$ cat config.mk
export PLATFORM = sky130hd
export DESIGN_NAME = ahb_burst_master
export DESIGN_NICKNAME = d
export VERILOG_FILES = /design/src/rtl/ahb_pkg.sv /design/src/rtl/ahb_addr_step.sv /design/src/rtl/ahb_burst_master.sv
export SDC_FILE = /design/constraint.sdc
export NUM_CORES = 1
export LEC_CHECK = 0
export CAP_MARGIN = 15
export CELL_PAD_IN_SITES_DETAIL_PLACEMENT = 2
export CELL_PAD_IN_SITES_GLOBAL_PLACEMENT = 2
export CORE_MARGIN = 2
export CORE_UTILIZATION = 24
export CTS_CLUSTER_DIAMETER = 30
export DETAILED_ROUTE_END_ITERATION = 7
export GPL_TIMING_DRIVEN = 0
export MAX_ROUTING_LAYER = met4
export PLACE_DENSITY_LB_ADDON = 0.25
export SETUP_SLACK_MARGIN = 0.05
export SYNTH_ARGS = -nofsm -noshare
export SYNTH_HDL_FRONTEND = slang
export SYNTH_SLANG_ARGS = --single-unit
$ cat constraint.sdc
create_clock -name hclk -period 3.1 [get_ports hclk]
set_clock_uncertainty 0.1 [all_clocks]
set_input_delay 0.62 -clock hclk [delete_from_list [all_inputs] [get_ports hclk]]
set_output_delay 0.62 -clock hclk [all_outputs]
set_load 0.01 [all_outputs]
$ cat src/rtl/ahb_pkg.sv
// Shared AHB-Lite encodings, master FSM states and the burst-length decode
// used by the burst master engine.
package ahb_pkg;

    localparam logic [1:0] HTRANS_IDLE   = 2'b00;
    localparam logic [1:0] HTRANS_BUSY   = 2'b01;
    localparam logic [1:0] HTRANS_NONSEQ = 2'b10;
    localparam logic [1:0] HTRANS_SEQ    = 2'b11;

    localparam logic [2:0] HBURST_SINGLE = 3'b000;
    localparam logic [2:0] HBURST_INCR   = 3'b001;
    localparam logic [2:0] HBURST_INCR4  = 3'b011;
    localparam logic [2:0] HBURST_INCR8  = 3'b101;
    localparam logic [2:0] HBURST_INCR16 = 3'b111;

    localparam logic [2:0] HSIZE_BYTE  = 3'b000;
    localparam logic [2:0] HSIZE_HALF  = 3'b001;
    localparam logic [2:0] HSIZE_WORD  = 3'b010;
    localparam logic [2:0] HSIZE_DWORD = 3'b011;

    typedef enum logic [1:0] {
        ST_IDLE = 2'd0,
        ST_ADDR = 2'd1,
        ST_LAST = 2'd2
    } state_t;

    // Any code outside the supported fixed-length set runs as a single beat.
    function automatic logic [4:0] beats_of(input logic [2:0] burst);
        case (burst)
            HBURST_INCR4:  return 5'd4;
            HBURST_INCR8:  return 5'd8;
            HBURST_INCR16: return 5'd16;
            default:       return 5'd1;
        endcase
    endfunction

endpackage

$ cat src/rtl/ahb_addr_step.sv
// Next beat address for an incrementing burst, plus a flag telling whether
// that address lands exactly on a BOUNDARY-byte line.
module ahb_addr_step #(
    parameter int ADDR_W   = 32,
    parameter int BOUNDARY = 1024
) (
    input  logic [ADDR_W-1:0] addr,
    input  logic [2:0]        size,
    output logic [ADDR_W-1:0] next_addr,
    output logic              bound_hit
);

    localparam int BW = $clog2(BOUNDARY);

    assign next_addr = addr + (ADDR_W'(1) << size);
    assign bound_hit = (next_addr[BW-1:0] == '0);

endmodule

$ cat src/rtl/ahb_burst_master.sv
// AHB-Lite burst master: one queued command becomes a pipelined burst with
// wait-state stalls, BUSY insertion for late write data, 1KB split and ERROR abort.
module ahb_burst_master
    import ahb_pkg::*;
#(
    parameter int ADDR_W   = 32,
    parameter int DATA_W   = 32,
    parameter int BOUNDARY = 1024
) (
    input  logic              hclk,
    input  logic              hreset,
    input  logic              cmd_valid,
    output logic              cmd_ready,
    input  logic              cmd_write,
    input  logic [ADDR_W-1:0] cmd_addr,
    input  logic [2:0]        cmd_burst,
    input  logic [2:0]        cmd_size,
    input  logic [DATA_W-1:0] wr_data,
    input  logic              wr_valid,
    output logic              wr_pop,
    output logic [DATA_W-1:0] rd_data,
    output logic              rd_valid,
    output logic              rd_last,
    output logic              done,
    output logic              err,
    output logic [ADDR_W-1:0] haddr,
    output logic [DATA_W-1:0] hwdata,
    output logic              hwrite,
    output logic [2:0]        hsize,
    output logic [2:0]        hburst,
    output logic [1:0]        htrans,
    output logic              hreadyin,
    input  logic              hreadyout,
    input  logic              hresp,
    input  logic [DATA_W-1:0] hrdata
);

    localparam logic [2:0] SIZE_MAX = (DATA_W >= 64) ? HSIZE_DWORD :
                                      (DATA_W == 32) ? HSIZE_WORD  :
                                      (DATA_W == 16) ? HSIZE_HALF  : HSIZE_BYTE;

    function automatic logic [2:0] sat_size(input logic [2:0] size);
        return (size > SIZE_MAX) ? SIZE_MAX : size;
    endfunction

    function automatic logic [2:0] legal_burst(input logic [2:0] burst);
        return (beats_of(burst) == 5'd1) ? HBURST_SINGLE : burst;
    endfunction

    state_t            state_q, state_d;
    logic [1:0]        htrans_q, htrans_d;
    logic [ADDR_W-1:0] haddr_d;
    logic              hwrite_d;
    logic [2:0]        hsize_d, hburst_d;
    logic [DATA_W-1:0] hwdata_d, rd_data_d;
    logic [4:0]        addr_left_q, addr_left_d;
    logic              first_q, first_d;
    logic              vld_p1, vld_p1_d, last_p1, last_p1_d, write_p1, write_p1_d;
    logic              err_q, err_d;
    logic              rd_valid_d, rd_last_d, done_d, err_out_d;
    logic [ADDR_W-1:0] next_addr;
    logic              bound_hit;
    logic              addr_act, addr_done, err_first;

    ahb_addr_step #(.ADDR_W(ADDR_W), .BOUNDARY(BOUNDARY)) u_step (
        .addr      (haddr),
        .size      (hsize),
        .next_addr (next_addr),
        .bound_hit (bound_hit)
    );

    assign hreadyin  = 1'b1;
    assign cmd_ready = (state_q == ST_IDLE);
    assign addr_act  = (htrans_q == HTRANS_NONSEQ) || (htrans_q == HTRANS_SEQ);
    // First ERROR cycle: withdraw the overlapping address phase immediately.
    assign err_first = vld_p1 && hresp && !hreadyout;

    always_comb begin
        htrans = htrans_q;
        if (err_first)
            htrans = HTRANS_IDLE;
        else if (hwrite && addr_act && !wr_valid)
            htrans = first_q ? HTRANS_IDLE : HTRANS_BUSY;
    end

    assign addr_done = hreadyout && ((htrans == HTRANS_NONSEQ) || (htrans == HTRANS_SEQ));
    assign wr_pop    = addr_done && hwrite && !hreset;

    always_comb begin
        state_d     = state_q;
        htrans_d    = htrans_q;
        haddr_d     = haddr;
        hwrite_d    = hwrite;
        hsize_d     = hsize;
        hburst_d    = hburst;
        hwdata_d    = hwdata;
        addr_left_d = addr_left_q;
        first_d     = first_q;
        vld_p1_d    = vld_p1;
        last_p1_d   = last_p1;
        write_p1_d  = write_p1;
        err_d       = err_q;
        rd_data_d   = rd_data;
        rd_valid_d  = 1'b0;
        rd_last_d   = 1'b0;
        done_d      = 1'b0;
        err_out_d   = 1'b0;

        case (state_q)
            ST_IDLE: begin
                if (cmd_valid) begin
                    haddr_d     = cmd_addr;
                    hwrite_d    = cmd_write;
                    hsize_d     = sat_size(cmd_size);
                    hburst_d    = legal_burst(cmd_burst);
                    addr_left_d = beats_of(cmd_burst);
                    htrans_d    = HTRANS_NONSEQ;
                    first_d     = 1'b1;
                    err_d       = 1'b0;
                    state_d     = ST_ADDR;
                end
            end
            default: begin
                if (hreadyout) begin
                    // p1: data phase of the previously accepted beat
                    if (vld_p1) begin
                        vld_p1_d = 1'b0;
                        err_d    = err_q | hresp;
                        if (!write_p1 && !hresp) begin
                            rd_valid_d = 1'b1;
                            rd_data_d  = hrdata;
                            rd_last_d  = last_p1;
                        end
                        if (last_p1) begin
                            done_d    = 1'b1;
                            err_out_d = err_q | hresp;
                            state_d   = ST_IDLE;
                        end
                    end
                    // p0: address phase of the next beat
                    if (addr_done) begin
                        vld_p1_d    = 1'b1;
                        write_p1_d  = hwrite;
                        last_p1_d   = (addr_left_q == 5'd1);
                        addr_left_d = addr_left_q - 5'd1;
                        haddr_d     = next_addr;
                        first_d     = 1'b0;
                        if (hwrite)
                            hwdata_d = wr_data;
                        if (addr_left_q == 5'd1) begin
                            htrans_d = HTRANS_IDLE;
                            state_d  = ST_LAST;
                        end else if (bound_hit) begin
                            htrans_d = HTRANS_NONSEQ;
                            hburst_d = HBURST_INCR;
                        end else begin
                            htrans_d = HTRANS_SEQ;
                        end
                    end
                end else if (err_first) begin
                    htrans_d    = HTRANS_IDLE;
                    addr_left_d = 5'd0;
                    last_p1_d   = 1'b1;
                    err_d       = 1'b1;
                    state_d     = ST_LAST;
                end
            end
        endcase
    end

    always_ff @(posedge hclk) begin
        if (hreset) begin
            state_q     <= ST_IDLE;
            htrans_q    <= HTRANS_IDLE;
            haddr       <= '0;
            hwrite      <= 1'b0;
            hsize       <= '0;
            hburst      <= '0;
            hwdata      <= '0;
            addr_left_q <= '0;
            first_q     <= 1'b0;
            vld_p1      <= 1'b0;
            last_p1     <= 1'b0;
            write_p1    <= 1'b0;
            err_q       <= 1'b0;
            rd_data     <= '0;
            rd_valid    <= 1'b0;
            rd_last     <= 1'b0;
            done        <= 1'b0;
            err         <= 1'b0;
        end else begin
            state_q     <= state_d;
            htrans_q    <= htrans_d;
            haddr       <= haddr_d;
            hwrite      <= hwrite_d;
            hsize       <= hsize_d;
            hburst      <= hburst_d;
            hwdata      <= hwdata_d;
            addr_left_q <= addr_left_d;
            first_q     <= first_d;
            vld_p1      <= vld_p1_d;
            last_p1     <= last_p1_d;
            write_p1    <= write_p1_d;
            err_q       <= err_d;
            rd_data     <= rd_data_d;
            rd_valid    <= rd_valid_d;
            rd_last     <= rd_last_d;
            done        <= done_d;
            err         <= err_out_d;
        end
    end

endmodule

==> results of run 1 <==
==> state kept, by name, indices dropped and copies added (netlist names) <==
signal       flops
hwrite           1
done             1
err              1
htrans_q         2
write_p1         1
last_p1          1
state_q          2
hsize            3
rd_data         32
rd_last          1
haddr           32
vld_p1           1
hwdata          32
hburst           3
addr_left_q      5
first_q          1
err_q            1
rd_valid         1
==> cell type report <==
type                            count  area (um2)
Tap cell                          319         399
Clock inverter                     15         214
Inverter                           10        37.5
Clock buffer                       17         425
Sequential cell                   121        2420
Fill cell                        2674       14100
Buffer                             49         230
Timing Repair Buffer              227        2250
Multi-Input combinational cell    560        3190
==> timing repair <==
item                                    in CTS  in global routing
resized for setup                           31                 27
pin swaps                                    8                 12
buffers inserted                             3                  6
endpoints found under the setup margin      23                 25
==> worst max path at each step <==
stage                     startpoint         to  slack (ns)
after floorplan             hsize[0]  hburst[1]        0.20
after global placement      hsize[0]  hburst[2]       -0.56
after detailed placement    hsize[0]  hburst[0]       -0.62
after CTS                   hsize[0]  hburst[0]        0.05
after global routing        hsize[0]  hburst[0]       -0.07
final                       hsize[0]  hburst[0]        0.01
==> worst reg2reg max path, delay by kind of cell, from the launching register on <==
kind / cells / cell delay, ns
compound gates: 5 / 1.20
fa+ha+maj: 1 / 0.39
buf+inv: 3 / 0.50
flops: 1 / 0.31
mux: 1 / 0.23
simple gates: 2 / 0.21
==> power groups by stage <==
stage	combinational, W	clock, W	sequential (W)
after global routing	0.000845	0.00232	0.00169
final	0.000781	0.00220	0.00168
after detailed placement	0.000708	0	0.00171
after CTS	0.000748	0.00225	0.00168
after floorplan	0.000301	0	0.00171
after global placement	0.000696	0	0.00171
==> routing by layer <==
| layer | vias to the layer above | GRT usage (%) |
|---|---|---|
| met4 | 0 | 5.89 |
| met5 | - | - |
| met3 | 30 | 5.84 |
| li1 | 3077 | - |
| met1 | 3245 | 25.5 |
| met2 | 164 | 36.0 |
==> Yosys cell counts, types with 4 or more instances <==
| cell type | number | area [um2] |
|---|---|---|
| sky130_fd_sc_hd__nand2_1 | 181 | 679 |
| sky130_fd_sc_hd__dfxtp_1 | 121 | 2420 |
| sky130_fd_sc_hd__a21oi_1 | 97 | 485 |
| sky130_fd_sc_hd__nor2_1 | 65 | 244 |
| sky130_fd_sc_hd__clkbuf_1 | 41 | 154 |
| sky130_fd_sc_hd__o21ai_0 | 24 | 120 |
| sky130_fd_sc_hd__nand3_1 | 19 | 95.1 |
| sky130_fd_sc_hd__nor3_1 | 16 | 80.1 |
| sky130_fd_sc_hd__and3_1 | 11 | 68.8 |
| sky130_fd_sc_hd__ha_1 | 10 | 125 |
| sky130_fd_sc_hd__inv_1 | 10 | 37.5 |
| sky130_fd_sc_hd__a22oi_1 | 9 | 67.6 |
| sky130_fd_sc_hd__a211oi_1 | 7 | 52.6 |
| sky130_fd_sc_hd__a311oi_1 | 7 | 61.3 |
| sky130_fd_sc_hd__o22ai_1 | 7 | 43.8 |
| sky130_fd_sc_hd__or3_1 | 7 | 43.8 |
| sky130_fd_sc_hd__a31oi_1 | 6 | 37.5 |
| sky130_fd_sc_hd__buf_2 | 6 | 30.0 |
| sky130_fd_sc_hd__o211ai_1 | 6 | 45.0 |
| sky130_fd_sc_hd__o31ai_1 | 6 | 45.0 |
| sky130_fd_sc_hd__mux2i_1 | 5 | 50.1 |
| sky130_fd_sc_hd__nor3b_1 | 5 | 37.5 |
| sky130_fd_sc_hd__nand2b_1 | 4 | 25.0 |
| sky130_fd_sc_hd__nand4_1 | 4 | 25.0 |
==> metrics by stage <==
stage | std cells | power, W | TNS [ns] | setup WS (ns)
2_1_floorplan | 740 | 0.00201 | 0 | 0.202
3_3_place_gp | 1277 | 0.00241 | -6.71 | -0.562
3_5_place_dp | 1277 | 0.00242 | -8.51 | -0.619
4_1_cts | 1312 | 0.00468 | 0 | 0.0507
5_1_grt | 1318 | 0.00485 | -0.0887 | -0.0674
6_report | 1318 | 0.00466 | 0 | 0.0120
==> kinds of logic after synthesis <==
family	count (synthesis)	synth area share, %
adder cells (fa/ha/maj)	11	2.57
buffers and inverters	59	4.12
flip-flops	121	42.9
AO/OA/AOI/OAI	200	21.9
XOR/XNOR	5	0.776
multiplexers	8	1.49
other	1	0.0664
AND/OR/NAND/NOR	335	26.1
==> run summary, run 1 <==
- **Min Clock Period, post-route** 3.09 ns
- **number of flops mapped to enable cells by yosys** 0
- **DIE HEIGHT** 157 um
- **internal power contribution** 0.00335 W
- **DRC violation count after routing** 0
- **instance area after placement** 8230 um2
- **WS Path Type** reg -> reg
- **result of the run** finished, final reports clean
- **count of final setup violators** 0
- **number of antenna violations at the first check in global routing** 0
- **final weighted congestion in routability-driven placement** 0.815
- **leading cell types in the layout, fill and taps excluded** sky130_fd_sc_hd__clkdlybuf4s50_1, sky130_fd_sc_hd__nand2_1, sky130_fd_sc_hd__dfxtp_1
- **Port Buffers** 218
- **violation count after the first detailed-routing iteration** 235
- **type of the worst min-delay path** reg -> reg
- **hpwl dp** 18900 um
- **Net Count, Synth** 860
- **detailed route wirelength on metal2** 12900 um
- **Core Rows** 56
- **share of the core filled with cells** 39.4%
- **uppermost signal routing layer after detailed routing** met4
- **final wirelength** 26300 um
- **relative contribution of sequential cells to total power** 36.1%
- **R2R depth** 12
- **share of final-layout standard cells stronger than drive strength 1** 9.21%
- **H-tree depth** 4
- **Netlist cell types** 62
- **Post-Route M1 WL** 11400 um
- **post-synthesis area per instance** 7.63 um2
- **cell with the largest stage delay on the worst path** sky130_fd_sc_hd__fa_2
- **worst max-slew margin expressed relative to the limit** 41.0%
- **ratio of final minimum period to clock period** 99.6%
- **clock root buffer master** sky130_fd_sc_hd__clkbuf_16
- **launching point of the worst reg2reg path** hsize[0]
- **relative contribution of the clock network to total power** 47.2%
- **maximum fanout count along the critical path** 9
- **count of hold buffers inserted by post-cts repair** 0
- **crit-path most repeated cell** sky130_fd_sc_hd__buf_4
- **number of detailed-routing iterations run before antenna repair** 5
- **core region area** 23300 um2
- **capture point of the worst reg-to-reg path** hburst[0]
- **CP required** 3.28 ns
- **share of total power in combinational logic** 16.7%
- **mean number of vias per cell** 4.94
- **ordered list of cells on the worst path** buf_4 -> nor3b_4 -> buf_4 -> fa_2 -> a211oi_4 -> o21ai_1 -> a211oi_2 -> a211oi_4 -> buf_4 -> a31oi_4 -> mux2i_1 -> nor2_1
- **Sw Ratio** 28.1%
- **setup repair after global routing missed its margin** yes
- **Reg clk slew, reported paths** 0.06 ns
- **pwr/cell area** 508 nW/um2
- **Post-Layout Inst Area** 9170 um2
- **Worst Tran Pin Value** 0.885 ns
- **critical path launch point type** flop
- **WHS Path Cells** 2
- **vias post-DR** 6516
- **end point of the worst hold path** rd_data[0]
- **Worst Hold Launch** rd_data[0]
- **width of the die** 157 um
- **largest net degree at the start of global routing** 17
- **NumNets Final** 1106
- **capturing element type of the critical path** flop
- **number of buffers created by CTS** 17
- **average wire length per cell after detail routing** 20.0 um
- **initial standard-cell utilization of the core** 24.3%
- **number of global-route vias before repair** 6952
- **sinks on the clock net** 121
- **clock tree buffer depth** 2
- **ports placed on the boundary** 221
- **metal3 WL** 1510 um
- **Inserted Diodes** 0
- **cell area after synthesis** 5640 um2
- **part of the Yosys area used for sequential elements** 42.9%
- **buffering stage count on the worst path with inverters included** 3
- **clock tree from TritonCTS** done
- **power dissipated by switching net loads** 0.00131 W
- **Synth Warn #** 0
- **clock latency reported for the late side of the worst-skew pair** 0.42 ns
- **Syn-to-layout area delta** 62.5%
- **kind of cell adding the most delay to the critical path** compound AO/OA/AOI/OAI gates
- **slowest cell delay on critical path** 0.39 ns
- **number of nets with antenna violations after detailed routing** 0
- **Final Hold Viols** 0
- **overflow left after global routing** 0
- **maximum clock frequency** 0.324 GHz
- **stages on the worst setup path** 12
- **maximum ir drop on the vdd rail** 0.000290 V
- **global-route wire length before repair** 39500 um
- **Worst Hold Margin** 0.357 ns
- **slack of the worst reg-to-reg path** 0.01 ns
- **flip-flop and latch count after synthesis** 121
- **Total Die Area** 24800 um2
- **count of pins over their slew limit** 0
- **Data arrival, critical path** 3.27 ns
- **dominant register cell in the synthesized netlist** sky130_fd_sc_hd__dfxtp_1
- **max-cap violation count** 0
- **combined global-route utilization of all metal layers** 21.5%
- **leakage component of the power** 3.22 nW
- **share of flip-flops with an asynchronous set or reset** 0%
- **most frequent standard cell in the layout excluding fill and tap cells** sky130_fd_sc_hd__clkdlybuf4s50_1
- **Gate Count Post-Synth** 740
(Power assumes the default switching activity.)
==> inputs of run 2 (changes only) <==
Settings changed: GPL_TIMING_DRIVEN 0 to default.
==> run summary, run 2 (same netlist as run 1, synthesis figures left out) <==
- **result of the run** finished, final reports clean, unchanged
- **count of final setup violators** 0, unchanged
- **ratio of final minimum period to clock period** 95.5%, was 99.6%
- **combined global-route utilization of all metal layers** 19.2%, was 21.5%
- **mean number of vias per cell** 4.89, was 4.94
- **Worst Hold Margin** 0.354 ns, was 0.357 ns
- **setup repair after global routing missed its margin** yes, unchanged
- **setup total negative slack** 0 ns, unchanged
- **Post-Layout Cell Count** 1288, was 1318
- **critical path launch point type** flop, unchanged
- **overflow left after global routing** 0, unchanged
- **maximum ir drop on the vdd rail** 0.000299 V, was 0.000290 V
- **final wirelength** 23300 um, was 26300 um
- **largest net degree at the start of global routing** 122, was 17
- **DRC violation count after routing** 0, unchanged
- **Inserted Diodes** 0, unchanged
- **capture point of the worst reg-to-reg path** hburst[0], unchanged
- **Core Rows** 56, unchanged
- **Post-Layout Inst Area** 9040 um2, was 9170 um2
- **sinks on the clock net** 121, unchanged
- **count of hold buffers inserted by post-cts repair** 0, unchanged
- **vias post-DR** 6295, was 6516
- **biggest regs** haddr x32, hwdata x32, rd_data x32, unchanged
- **clock tree buffer depth** 2, unchanged
- **Total Die Area** 24800 um2, unchanged
- **end point of the worst hold path** rd_data[7], was rd_data[0]
- **hpwl dp** 16300 um, was 18900 um
- **R2R depth** 13, was 12
- **Final Hold Viols** 0, unchanged
- **DIE HEIGHT** 157 um, unchanged
- **Worst Hold Launch** rd_data[7], was rd_data[0]
- **slack of the worst reg-to-reg path** 0.14 ns, was 0.01 ns
- **H-tree depth** 4, unchanged
- **pwr/cell area** 493 nW/um2, was 508 nW/um2
- **slowest cell delay on critical path** 0.37 ns, was 0.39 ns
- **NumNets Final** 1076, was 1106
- **leakage component of the power** 3.19 nW, was 3.22 nW
- **ports placed on the boundary** 221, unchanged
- **number of global-route vias before repair** 6387, was 6952
- **initial standard-cell utilization of the core** 24.3%, unchanged
- **worst max-slew margin expressed relative to the limit** 58.6%, was 41.0%
- **most frequent standard cell in the layout excluding fill and tap cells** sky130_fd_sc_hd__clkdlybuf4s50_1, unchanged
- **capturing element type of the critical path** flop, unchanged
- **type of the worst min-delay path** reg -> reg, unchanged
- **maximum clock frequency** 0.338 GHz, was 0.324 GHz
- **number of detailed-routing iterations run before antenna repair** 4, was 5
- **Reg clk slew, reported paths** 0.07 ns, was 0.06 ns
- **max-cap violation count** 0, unchanged
- **clock tree from TritonCTS** done, unchanged
- **Port Buffers** 219, was 218
- **Min Clock Period, post-route** 2.96 ns, was 3.09 ns
- **cell with the largest stage delay on the worst path** sky130_fd_sc_hd__dfxtp_1, was sky130_fd_sc_hd__fa_2
- **number of nets with antenna violations after detailed routing** 0, unchanged
- **final weighted congestion in routability-driven placement** 0.747, was 0.815
- **Worst Tran Pin Value** 0.621 ns, was 0.885 ns
- **clock root buffer master** sky130_fd_sc_hd__clkbuf_16, unchanged
- **buffering stage count on the worst path with inverters included** 4, was 3
- **global-route wire length before repair** 35800 um, was 39500 um
- **share of the core filled with cells** 38.9%, was 39.4%
- **launching point of the worst reg2reg path** hsize[1], was hsize[0]
- **CP required** 3.29 ns, was 3.28 ns
- **average wire length per cell after detail routing** 18.1 um, was 20.0 um
- **cell count after placement** 1254, was 1277
- **WHS Path Cells** 2, unchanged
- **share of final-layout standard cells stronger than drive strength 1** 9.49%, was 9.21%
- **kind of cell adding the most delay to the critical path** compound AO/OA/AOI/OAI gates, unchanged
- **maximum fanout count along the critical path** 9, unchanged
- **number of antenna violations at the first check in global routing** 0, unchanged
- **width of the die** 157 um, unchanged
- **core region area** 23300 um2, unchanged
- **crit-path most repeated cell** sky130_fd_sc_hd__buf_4, unchanged
- **instance area after placement** 8310 um2, was 8230 um2
- **clock latency reported for the late side of the worst-skew pair** 0.42 ns, about the same
- **ordered list of cells on the worst path** buf_12 -> nor3b_1 -> ha_1 -> o211ai_1 -> buf_4 -> buf_4 -> o211a_1 -> o211ai_1 -> a211oi_1 -> buf_4 -> a31oi_4 -> mux2i_1 -> nor2_1, was buf_4 -> nor3b_4 -> buf_4 -> fa_2 -> a211oi_4 -> o21ai_1 -> a211oi_2 -> a211oi_4 -> buf_4 -> a31oi_4 -> mux2i_1 -> nor2_1
- **count of pins over their slew limit** 0, unchanged
- **number of buffers created by CTS** 17, unchanged
- **WS Path Type** reg -> reg, unchanged
- **Data arrival, critical path** 3.15 ns, was 3.27 ns
- **violation count after the first detailed-routing iteration** 215, was 235
- **Syn-to-layout area delta** 60.2%, was 62.5%
- **leading cell types in the layout, fill and taps excluded** sky130_fd_sc_hd__clkdlybuf4s50_1, sky130_fd_sc_hd__nand2_1, sky130_fd_sc_hd__dfxtp_1, unchanged
[run 2: changes by cell type in the layout (fill, tap and decap cells not counted), sizes merged]
cell and delta:
clkbuf -38, clkinvlp +1, inv +2, dlygate4sd2 -1, clkinv -2, buf +9
clkdlybuf4s50 +2, dlymetal6s2s -1, bufinv -2
[run 2: how the worst max path moves through the flow]
stage | to | slack (ns) | cells after the start | from
after global routing | hburst[0] | 0.01 | 13 | hsize[1]
after detailed placement | hburst[0] | -0.11 | 11 | hsize[0]
after CTS | hburst[0] | 0.009 | 11 | hsize[0]
after floorplan | hburst[1] | 0.20 | 10 | hsize[0]
final | hburst[0] | 0.14 | 13 | hsize[1]
after global placement | hburst[0] | -0.05 | 11 | hsize[0]
[run 2: where the power goes]
part / leakage (nW) / internal, W / switching (W)
sequential: 0.982 / 0.00161 / 0.0000706
clock: 0.291 / 0.00123 / 0.000824
combinational: 1.92 / 0.000367 / 0.000356
total: 3.19 / 0.00320 / 0.00125
[run 2: repair_timing]
| action | CTS | global route |
|---|---|---|
| gates resized for setup | 4 | 18 |
| cloned | 0 | 0 |
| buffers inserted | 0 | 2 |
| endpoints found under the hold margin | 0 | 0 |
| pin swaps | 0 | 5 |
| endpoints found under the setup margin | 3 | 13 |
[run 2: area by class of cell]
class                   count  area, um2
multi-input cells         560       3130
well taps                 319        399
fillers                  2645      14200
flip-flops and latches    121       2420
inverters                  10       37.5
clock buffers              18        439
clock inverters            14        161
repair buffers            246       2460
[run 2: metal layers]
metal / GRT usage [%] / up-vias / wire (um)
li1: - / 3019 / -
met1: 25.0 / 3112 / 10800
met2: 29.6 / 150 / 11000
met3: 4.96 / 14 / 1290
met4: 4.76 / 0 / 227
met5: - / - / 0
[run 2: per-stage QoR]
| step | worst slack (ns) | power (W) |
|---|---|---|
| floorplan | 0.202 | 0.00201 |
| global placement | -0.0549 | 0.00241 |
| detailed placement | -0.112 | 0.00242 |
| CTS | 0.00874 | 0.00451 |
| global route | 0.0111 | 0.00467 |
| finish | 0.140 | 0.00446 |
[run 2: worst min-delay path: stages, from the launching register on]
cell	delay, ns
sky130_fd_sc_hd__dfxtp_1	0.31
sky130_fd_sc_hd__nand2_1	0.05
sky130_fd_sc_hd__a21oi_1	0.05
